$ cat src/rtl/ctrl_pipe_decoder_if.sv
// Handshake and result bundle between instruction fetch, the pipelined
// control decoder and the execute stage.
`timescale 1ns/1ps
interface ctrl_pipe_decoder_if #(
   parameter int MCODEBITS = 9,
   parameter int REGW      = 2,
   parameter int OPWIDTH   = 3,
   parameter int CNTW      = 16
);
   logic [MCODEBITS-1:0] in_instr;
   logic                 in_valid;
   logic                 in_ready;
   logic                 flush;
   logic                 out_ready;
   logic                 out_valid;
   logic                 branch;
   logic                 memtoreg;
   logic                 memwrite;
   logic                 alusrc;
   logic                 regwrite;
   logic [OPWIDTH-1:0]   aluop;
   logic [REGW-1:0]      out_ra;
   logic [REGW-1:0]      out_rb;
   logic                 illegal;
   logic                 illegal_seen;
   logic [CNTW-1:0]      retire_cnt;
   logic [CNTW-1:0]      stall_cnt;

   // Fetch/execute side: supplies instructions and consumes decoded results.
   modport master (
      output in_instr, in_valid, flush, out_ready,
      input  in_ready, out_valid, branch, memtoreg, memwrite, alusrc, regwrite,
             aluop, out_ra, out_rb, illegal, illegal_seen, retire_cnt, stall_cnt
   );

   // Decoder side.
   modport slave (
      input  in_instr, in_valid, flush, out_ready,
      output in_ready, out_valid, branch, memtoreg, memwrite, alusrc, regwrite,
             aluop, out_ra, out_rb, illegal, illegal_seen, retire_cnt, stall_cnt
   );
endinterface

$ cat src/rtl/ctrl_pipe_decoder.sv
// Registered control decoder with valid/ready flow control, load-use interlock,
// branch flush, illegal-opcode detection and saturating performance counters.
`timescale 1ns/1ps
module ctrl_pipe_decoder #(
   parameter int MCODEBITS = 9,
   parameter int OPBITS    = 4,
   parameter int REGW      = 2,
   parameter int OPWIDTH   = 3,
   parameter int CNTW      = 16
) (
   input logic               clk,
   input logic               rst_n,
   ctrl_pipe_decoder_if.slave bus
);
   localparam logic [OPBITS-1:0] OP_LOAD   = OPBITS'(0);
   localparam logic [OPBITS-1:0] OP_STORE  = OPBITS'(1);
   localparam logic [OPBITS-1:0] OP_XOR    = OPBITS'(2);
   localparam logic [OPBITS-1:0] OP_BNE    = OPBITS'(3);
   localparam logic [OPBITS-1:0] OP_ADD    = OPBITS'(4);
   localparam logic [OPBITS-1:0] OP_MOV    = OPBITS'(5);
   localparam logic [OPBITS-1:0] OP_LSHIFT = OPBITS'(6);
   localparam logic [OPBITS-1:0] OP_RSHIFT = OPBITS'(7);
   localparam logic [OPBITS-1:0] OP_LOADI  = OPBITS'(8);

   logic [OPBITS-1:0]  opcode;
   logic [REGW-1:0]    inRa;
   logic [REGW-1:0]    inRb;
   logic               unusedInstrBits;

   logic               decBranch, decMemtoreg, decMemwrite, decAlusrc, decRegwrite, decIllegal;
   logic [OPWIDTH-1:0] decAluop;
   logic               readsRa, readsRb;
   logic               advance, hazard, accept;

   assign opcode = bus.in_instr[MCODEBITS-1 -: OPBITS];
   assign inRa   = bus.in_instr[MCODEBITS-OPBITS-1 -: REGW];
   assign inRb   = bus.in_instr[MCODEBITS-OPBITS-REGW-1 -: REGW];
   assign unusedInstrBits = ^bus.in_instr;

   // Decode table plus the source-register usage the interlock needs.
   always_comb begin
      decAluop    = '1;
      decBranch   = 1'b0;
      decMemtoreg = 1'b0;
      decMemwrite = 1'b0;
      decAlusrc   = 1'b0;
      decRegwrite = 1'b1;
      decIllegal  = 1'b0;
      readsRa     = 1'b1;
      readsRb     = 1'b1;
      case (opcode)
         OP_LOAD:   decMemtoreg = 1'b1;
         OP_STORE:  begin decMemwrite = 1'b1; decRegwrite = 1'b0; end
         OP_XOR:    decAluop = OPWIDTH'(1);
         OP_BNE:    begin decAluop = OPWIDTH'(2); decBranch = 1'b1; decRegwrite = 1'b0; end
         OP_ADD:    decAluop = OPWIDTH'(3);
         OP_MOV:    decAluop = '1;
         OP_LSHIFT: begin decAluop = OPWIDTH'(4); decAlusrc = 1'b1; readsRb = 1'b0; end
         OP_RSHIFT: begin decAluop = OPWIDTH'(5); decAlusrc = 1'b1; readsRb = 1'b0; end
         OP_LOADI:  begin decAluop = OPWIDTH'(6); decAlusrc = 1'b1; readsRa = 1'b0; readsRb = 1'b0; end
         default:   begin decRegwrite = 1'b0; decIllegal = 1'b1; end
      endcase
   end

   // A load sitting in the output register writes out_ra; a consumer of that
   // register must wait one cycle for the load to leave.
   assign advance = !bus.out_valid || bus.out_ready;
   assign hazard  = bus.out_valid && bus.memtoreg && bus.in_valid &&
                    ((readsRa && (inRa == bus.out_ra)) || (readsRb && (inRb == bus.out_ra)));
   assign bus.in_ready = advance && !hazard && !bus.flush;
   assign accept       = bus.in_valid && bus.in_ready;

   always_ff @(posedge clk or negedge rst_n) begin
      if (!rst_n) begin
         bus.out_valid    <= 1'b0;
         bus.branch       <= 1'b0;
         bus.memtoreg     <= 1'b0;
         bus.memwrite     <= 1'b0;
         bus.alusrc       <= 1'b0;
         bus.regwrite     <= 1'b0;
         bus.aluop        <= '1;
         bus.out_ra       <= '0;
         bus.out_rb       <= '0;
         bus.illegal      <= 1'b0;
         bus.illegal_seen <= 1'b0;
      end else begin
         if (bus.flush) begin
            bus.out_valid <= 1'b0;
         end else if (advance) begin
            bus.out_valid <= bus.in_valid && !hazard;
         end
         if (accept) begin
            bus.branch   <= decBranch;
            bus.memtoreg <= decMemtoreg;
            bus.memwrite <= decMemwrite;
            bus.alusrc   <= decAlusrc;
            bus.regwrite <= decRegwrite;
            bus.aluop    <= decAluop;
            bus.out_ra   <= inRa;
            bus.out_rb   <= inRb;
            bus.illegal  <= decIllegal;
            if (decIllegal) begin
               bus.illegal_seen <= 1'b1;
            end
         end
      end
   end

   // Retirement still counts when a flush lands on the same handshake cycle.
   always_ff @(posedge clk or negedge rst_n) begin
      if (!rst_n) begin
         bus.retire_cnt <= '0;
         bus.stall_cnt  <= '0;
      end else begin
         if (bus.out_valid && bus.out_ready && (bus.retire_cnt != '1)) begin
            bus.retire_cnt <= bus.retire_cnt + CNTW'(1);
         end
         if (bus.in_valid && !bus.in_ready && (bus.stall_cnt != '1)) begin
            bus.stall_cnt <= bus.stall_cnt + CNTW'(1);
         end
      end
   end
endmodule

$ cat src/flat_wrapper.sv
// flat-port wrapper written by rule: the top's interface ports become plain ports
module ctrl_pipe_decoder_flat 
#(
   parameter int MCODEBITS = 9,
   parameter int OPBITS    = 4,
   parameter int REGW      = 2,
   parameter int OPWIDTH   = 3,
   parameter int CNTW      = 16
)
  (clk, rst_n, bus_in_instr, bus_in_valid, bus_flush, bus_out_ready, bus_in_ready, bus_out_valid, bus_branch, bus_memtoreg, bus_memwrite, bus_alusrc, bus_regwrite, bus_aluop, bus_out_ra, bus_out_rb, bus_illegal, bus_illegal_seen, bus_retire_cnt, bus_stall_cnt);
  ctrl_pipe_decoder_if #(.MCODEBITS(MCODEBITS), .REGW(REGW), .OPWIDTH(OPWIDTH), .CNTW(CNTW)) bus_i ();
  input logic clk;
  input logic rst_n;
  input wire logic [$bits(bus_i.in_instr)-1:0] bus_in_instr;
  input wire logic [$bits(bus_i.in_valid)-1:0] bus_in_valid;
  input wire logic [$bits(bus_i.flush)-1:0] bus_flush;
  input wire logic [$bits(bus_i.out_ready)-1:0] bus_out_ready;
  output wire logic [$bits(bus_i.in_ready)-1:0] bus_in_ready;
  output wire logic [$bits(bus_i.out_valid)-1:0] bus_out_valid;
  output wire logic [$bits(bus_i.branch)-1:0] bus_branch;
  output wire logic [$bits(bus_i.memtoreg)-1:0] bus_memtoreg;
  output wire logic [$bits(bus_i.memwrite)-1:0] bus_memwrite;
  output wire logic [$bits(bus_i.alusrc)-1:0] bus_alusrc;
  output wire logic [$bits(bus_i.regwrite)-1:0] bus_regwrite;
  output wire logic [$bits(bus_i.aluop)-1:0] bus_aluop;
  output wire logic [$bits(bus_i.out_ra)-1:0] bus_out_ra;
  output wire logic [$bits(bus_i.out_rb)-1:0] bus_out_rb;
  output wire logic [$bits(bus_i.illegal)-1:0] bus_illegal;
  output wire logic [$bits(bus_i.illegal_seen)-1:0] bus_illegal_seen;
  output wire logic [$bits(bus_i.retire_cnt)-1:0] bus_retire_cnt;
  output wire logic [$bits(bus_i.stall_cnt)-1:0] bus_stall_cnt;
  assign bus_i.in_instr = bus_in_instr;
  assign bus_i.in_valid = bus_in_valid;
  assign bus_i.flush = bus_flush;
  assign bus_i.out_ready = bus_out_ready;
  assign bus_in_ready = bus_i.in_ready;
  assign bus_out_valid = bus_i.out_valid;
  assign bus_branch = bus_i.branch;
  assign bus_memtoreg = bus_i.memtoreg;
  assign bus_memwrite = bus_i.memwrite;
  assign bus_alusrc = bus_i.alusrc;
  assign bus_regwrite = bus_i.regwrite;
  assign bus_aluop = bus_i.aluop;
  assign bus_out_ra = bus_i.out_ra;
  assign bus_out_rb = bus_i.out_rb;
  assign bus_illegal = bus_i.illegal;
  assign bus_illegal_seen = bus_i.illegal_seen;
  assign bus_retire_cnt = bus_i.retire_cnt;
  assign bus_stall_cnt = bus_i.stall_cnt;
  ctrl_pipe_decoder #(.MCODEBITS(MCODEBITS), .OPBITS(OPBITS), .REGW(REGW), .OPWIDTH(OPWIDTH), .CNTW(CNTW)) u_core (.clk(clk), .rst_n(rst_n), .bus(bus_i));
endmodule
$ cat config.mk
export PLATFORM = sky130hd
export DESIGN_NAME = ctrl_pipe_decoder_flat
export DESIGN_NICKNAME = d
export VERILOG_FILES = /design/src/rtl/ctrl_pipe_decoder_if.sv /design/src/rtl/ctrl_pipe_decoder.sv /design/src/flat_wrapper.sv
export SDC_FILE = /design/constraint.sdc
export NUM_CORES = 1
export LEC_CHECK = 0
export BUFFER_PORTS_ARGS = -buffer_cell sky130_fd_sc_hd__buf_2
export CAP_MARGIN = 20
export CORE_AREA = 2 2 65 73
export DETAILED_ROUTE_END_ITERATION = 7
export DIE_AREA = 0 0 67 75
export PLACE_DENSITY_LB_ADDON = 0.12
export RECOVER_POWER = 25
export SYNTH_ARGS = -nofsm -noshare
export SYNTH_HDL_FRONTEND = slang
export SYNTH_SLANG_ARGS = --single-unit
$ cat constraint.sdc
create_clock -name clk -period 5.9 [get_ports clk]
set_clock_uncertainty 0.15 [all_clocks]
set_input_delay 0.59 -clock clk [delete_from_list [all_inputs] [get_ports clk]]
set_output_delay 0.59 -clock clk [all_outputs]
set_load 0.01 [all_outputs]
== After elaboration in Yosys (flattened, before gate mapping) ==
Cells that the tools add are included.
Storage, ports and cells
  bits in registers: 47
  input bits: 14
Cells by class
  $add $sub $neg: 2
  eq/ne operators: 12
  multiplexer cells: 11
  bitwise logic cells: 1
  reductions and logical operators: 25
Operators by type and width (count)
  $add 16x1->16 const B: 2
  $ne 16x16->1 const B: 2
  $pmux 3 s6: 1
  $eq 4x3->1 const B: 4
  $logic_and 1x1->1: 13
  $mux 1: 10
  $reduce_or 9->1: 1
  $eq 4x2->1 const B: 2
  $reduce_or 7->1: 1
  $eq 2x2->1: 2
  $eq 4x1->1 const B: 1
  $eq 4x4->1 const B: 1
  $logic_not 1->1: 4
  $logic_not 4->1: 1
  $reduce_or 3->1: 1
  $logic_or 1x1->1: 2
  $reduce_and 2->1: 1
  $reduce_bool 2->1: 1
  $not 1->1: 1

== Logic depth before layout (Yosys ltp) ==
  depth after elaboration: 12
  mapped depth: 6

== Least setup slack after synthesis ==
No wires, ideal clock.
  path type: input to register
  start point: input port bus_in_instr[6]
  end point: register u_core.bus.stall_cnt[1] (netlist bit)
  library setup time: 125 ps
  data arrival time: 2131 ps
  setup slack: 3494 ps
  stages: 6
  path buffers: 1
  cells stage by stage: or4b_4 -> a311o_1 -> o211a_1 -> buf_6 -> nand2_4 -> mux2_4
On the way
  word-level cells in the longest chain between the ends: 12
Ends and longest elaborated chain
  from (decl): RTL line flat_wrapper.sv:14  | input wire logic [$bits(bus_i.in_instr)-1:0] bus_in_instr;
  $eq 4x3->1 or $eq 4x4->1 (tied branches): RTL line ctrl_pipe_decoder.sv:51  | case (opcode)
  $reduce_or 3->1 (no line)
  $mux 1: RTL line ctrl_pipe_decoder.sv:51
  $logic_and 1x1->1: RTL line ctrl_pipe_decoder.sv:69  | ((readsRa && (inRa == bus.out_ra)) || (readsRb && (inRb == bus.out_ra)));
  $logic_or 1x1->1 (*): RTL line ctrl_pipe_decoder.sv:69
  $logic_and 1x1->1 (*): RTL line ctrl_pipe_decoder.sv:68  | assign hazard = bus.out_valid && bus.memtoreg && bus.in_valid &&
  $logic_not 1->1 (*): RTL line ctrl_pipe_decoder.sv:70  | assign bus.in_ready = advance && !hazard && !bus.flush;
  $logic_and 1x1->1 (*) (2 in a row): RTL line ctrl_pipe_decoder.sv:70
  $logic_not 1->1 (*): RTL line ctrl_pipe_decoder.sv:118  | if (bus.in_valid && !bus.in_ready && (bus.stall_cnt != '1)) begin
  $logic_and 1x1->1 (*) (2 in a row): RTL line ctrl_pipe_decoder.sv:118
  to (signal assigned): RTL line ctrl_pipe_decoder.sv:119  | bus.stall_cnt <= bus.stall_cnt + CNTW'(1);
  to (decl): RTL line ctrl_pipe_decoder_if.sv:40  | aluop, out_ra, out_rb, illegal, illegal_seen, retire_cnt, stall_cnt
Mark *: on every way between the ends. The rest lies on a longest branch, timed or not.
A chain may end at the register's enable or synchronous reset.

== Worst setup path in the final report ==
  start point: input port bus_in_instr[6]
  end point: output port bus_in_ready
On the way
  word-level cells in the longest chain between the ends: 9
Ends and longest elaborated chain
  $eq 4x3->1 or $eq 4x4->1 (tied branches): RTL line ctrl_pipe_decoder.sv:51
  $reduce_or 3->1 (no line)
  $mux 1: RTL line ctrl_pipe_decoder.sv:51
  $logic_and 1x1->1: RTL line ctrl_pipe_decoder.sv:69
  $logic_or 1x1->1 (*): RTL line ctrl_pipe_decoder.sv:69
  $logic_and 1x1->1 (*): RTL line ctrl_pipe_decoder.sv:68
  $logic_not 1->1 (*): RTL line ctrl_pipe_decoder.sv:70
  $logic_and 1x1->1 (*) (2 in a row): RTL line ctrl_pipe_decoder.sv:70
  to (decl): RTL line flat_wrapper.sv:18  | output wire logic [$bits(bus_i.in_ready)-1:0] bus_in_ready;
Marks and branches as above.

==> run summary <==
Starting Density: 54.4%
total CTS buffers: 5
core area: 4250 um^2
commonest non-fill, non-tap cell in the layout: buf_2
max-slew violations: 0
fin util: 65.9%
fraction of registers with async set/reset: 100%
Detailed Route Iter0 Violations: 91
pre-CTS setup slack: 3.23 ns
Top Ports: 62
Area contributors post-synth: dfrtp_1, xnor2_1, xor2_1
syn avg cell area: 10.8 um^2
status: finished, final reports clean
Die Height: 75 um
CP most frequent cell: buf_2
Unique masters post-synth: 46
Hold Path Class: reg2reg
fin worst setup slack: 3.40 ns
Total GRT Usage: 19.6%
Max clock buf depth: 2
setup violators final: 0
crit path buf inv count: 2
Peak VDD IR: 0.000206 V
crit path kind: in2out
FF-to-FF End: u_core.bus.retire_cnt[13]
crit-path max cell delay: 0.56 ns
max frequency: 400 MHz
Fin. Hold Viols: 0
CTS tree: done
Buffers on Ports: 60
root buffer cell: clkbuf_8
WL final: 4630 um
Vias: 1835
Final period util: 42.3%
layout cells sized above 1: 30.2%
clk_lat worst skew: 0.30 ns
Worst Hold Depth: 1
Routed Antenna Nets: 0
sequential area share after synthesis: 51.0%
global-route wire length before repair: 7320 um
drt first pass iters: 4
Leak: 1.35 nW
RSZ-0062 raised after global routing: no
post-detailed-route wirelength per cell: 13.8 um
largest area contributor in the netlist: dfrtp_1
largest net degree at the start of global routing: 48
gp weighted congestion: 0.768
Num Clock Sinks: 47
dpl hpwl: 3320 um
Worst Setup Start Kind: input pin
MaxCap Viol Count: 0
Hold EP: u_core.bus.illegal_seen
worst reg2reg startpoint: u_core.bus.retire_cnt[0]
Worst Hold Launch: u_core.bus.illegal_seen
Post-Syn Area: 2310 um^2
Die Wd: 67 um
vias in the first global route: 1608
gr ovfl total: 0
R2R Setup Slk: 3.77 ns
CP top delay family: simple AND/OR/NAND/NOR gates
post_cts resized: 0
antenna fix cells: 0
total setup buffers inserted after CTS: 0
max_slew headroom: 7.53%
CTS Hold Bufs: 0
initial antenna violation count: 0
Clock transition at path regs: 0.09 ns
total power draw: 0.927 mW
H-tree levels: 2
setup TNS: 0 ns
share of the synthesized area in the top cell type: 47.6%
worst slew pin tran: 1.39 ns
highest-count cells in the layout ignoring fill and taps: buf_2, dfrtp_1, xnor2_1, nand3_1
post-synthesis cell count: 215
Synth Warn #: 0
Final Net Count: 296
critical path data arrival time: 1.76 ns
Power Dens Cells: 331 nW/um^2
#FFs+latches synth: 47
CP Max Fanout: 7
CP max-delay cell: or4b_4
die area: 5030 um^2
Tmin final: 2.50 ns
crit path capture type: primary output
WP data required: 5.16 ns
P&R area growth vs syn: 21.0%
drt drc: 0
Vias/cell: 5.48
Rows: 25
EDFF count, synth: 0
syn_nets: 231
Post-synth top flop: dfrtp_1
worst r2r path cells: 6
crit-path cells: buf_2 > or4b_4 > nand3_1 > nor2_1 > a21boi_0 > buf_2
## flip-flops by register name, summed over array words and instances, names as in the netlist
signal / flops
u_core.bus.aluop: 3
u_core.bus.alusrc: 1
u_core.bus.branch: 1
u_core.bus.illegal: 1
u_core.bus.illegal_seen: 1
u_core.bus.memtoreg: 1
u_core.bus.memwrite: 1
u_core.bus.out_ra: 2
u_core.bus.out_rb: 2
u_core.bus.out_valid: 1
u_core.bus.regwrite: 1
u_core.bus.retire_cnt: 16
u_core.bus.stall_cnt: 16
## report_power, final
group          leakage [nW]  internal [mW]  switching, mW
clock network        0.0644          0.169          0.110
registers             0.596          0.376         0.0622
logic                 0.688          0.100          0.110
## routing by layer
| layer | up-vias | global-route usage [%] | wire [um] |
|---|---|---|---|
| li1 | 907 | - | - |
| met1 | 873 | 25.0 | 2110 |
| met2 | 50 | 31.8 | 2180 |
| met3 | 5 | 5.83 | 278 |
| met4 | 0 | 6.80 | 61 |
| met5 | - | 0 | 0 |
## synthesized netlist by cell type (2+ instances only)
| cell type | instances |
|---|---|
| a21oi_1 | 6 |
| a31oi_1 | 3 |
| and3_1 | 5 |
| dfrtp_1 | 44 |
| dfstp_2 | 3 |
| ha_1 | 2 |
| inv_1 | 8 |
| mux2_2 | 7 |
| nand2_1 | 11 |
| nand2b_1 | 3 |
| nand3_1 | 18 |
| nand4_1 | 9 |
| nor2_1 | 12 |
| nor2b_1 | 3 |
| nor3_1 | 9 |
| nor4_1 | 6 |
| o211a_1 | 2 |
| o21ai_0 | 4 |
| or3_1 | 3 |
| xnor2_1 | 20 |
| xor2_1 | 12 |
## layout make-up
class	count	area [um^2]
clock inverters	3	67.6
flip-flops and latches	47	1180
multi-input cells	157	1080
clock buffers	5	68.8
fillers	377	1450
repair buffers	61	303
well taps	54	67.6
inverters	8	30.0
## stage by stage
| stage | hold slack, ns | instances | instance area [um^2] |
|---|---|---|---|
| finish | 0.318 | 335 | 2800 |
| global route | 0.343 | 335 | 2800 |
| CTS | 0.322 | 334 | 2800 |
| detailed placement | 0.298 | 326 | 2660 |
| global placement | 0.296 | 326 | 2660 |
| floorplan | 0.144 | 215 | 2310 |
## cell families (layout without fill, tap and decap cells)
kind of cell	after synthesis	in the layout	synth area share (%)
compound gates	25	25	8.05
xor+xnor	32	32	12.1
fa+ha+maj	2	2	1.08
buf+inv	11	77	2.16
flops	47	47	51.0
mux	9	9	4.49
simple gates	89	89	21.1
## worst max-delay path by stage
stage,from,to,slack [ns],cells past startpoint
2_1_floorplan,bus_in_instr[6],u_core.bus.stall_cnt[1],3.49,6
3_3_place_gp,bus_in_instr[6],u_core.bus.stall_cnt[1],3.24,6
3_5_place_dp,bus_in_instr[6],u_core.bus.stall_cnt[1],3.23,6
4_1_cts,bus_in_instr[6],bus_in_ready,3.40,6
5_1_grt,rst_n,u_core.bus.memwrite,2.96,2
6_report,bus_in_instr[6],bus_in_ready,3.40,6
Note: power is estimated with default switching activity, not from simulation.
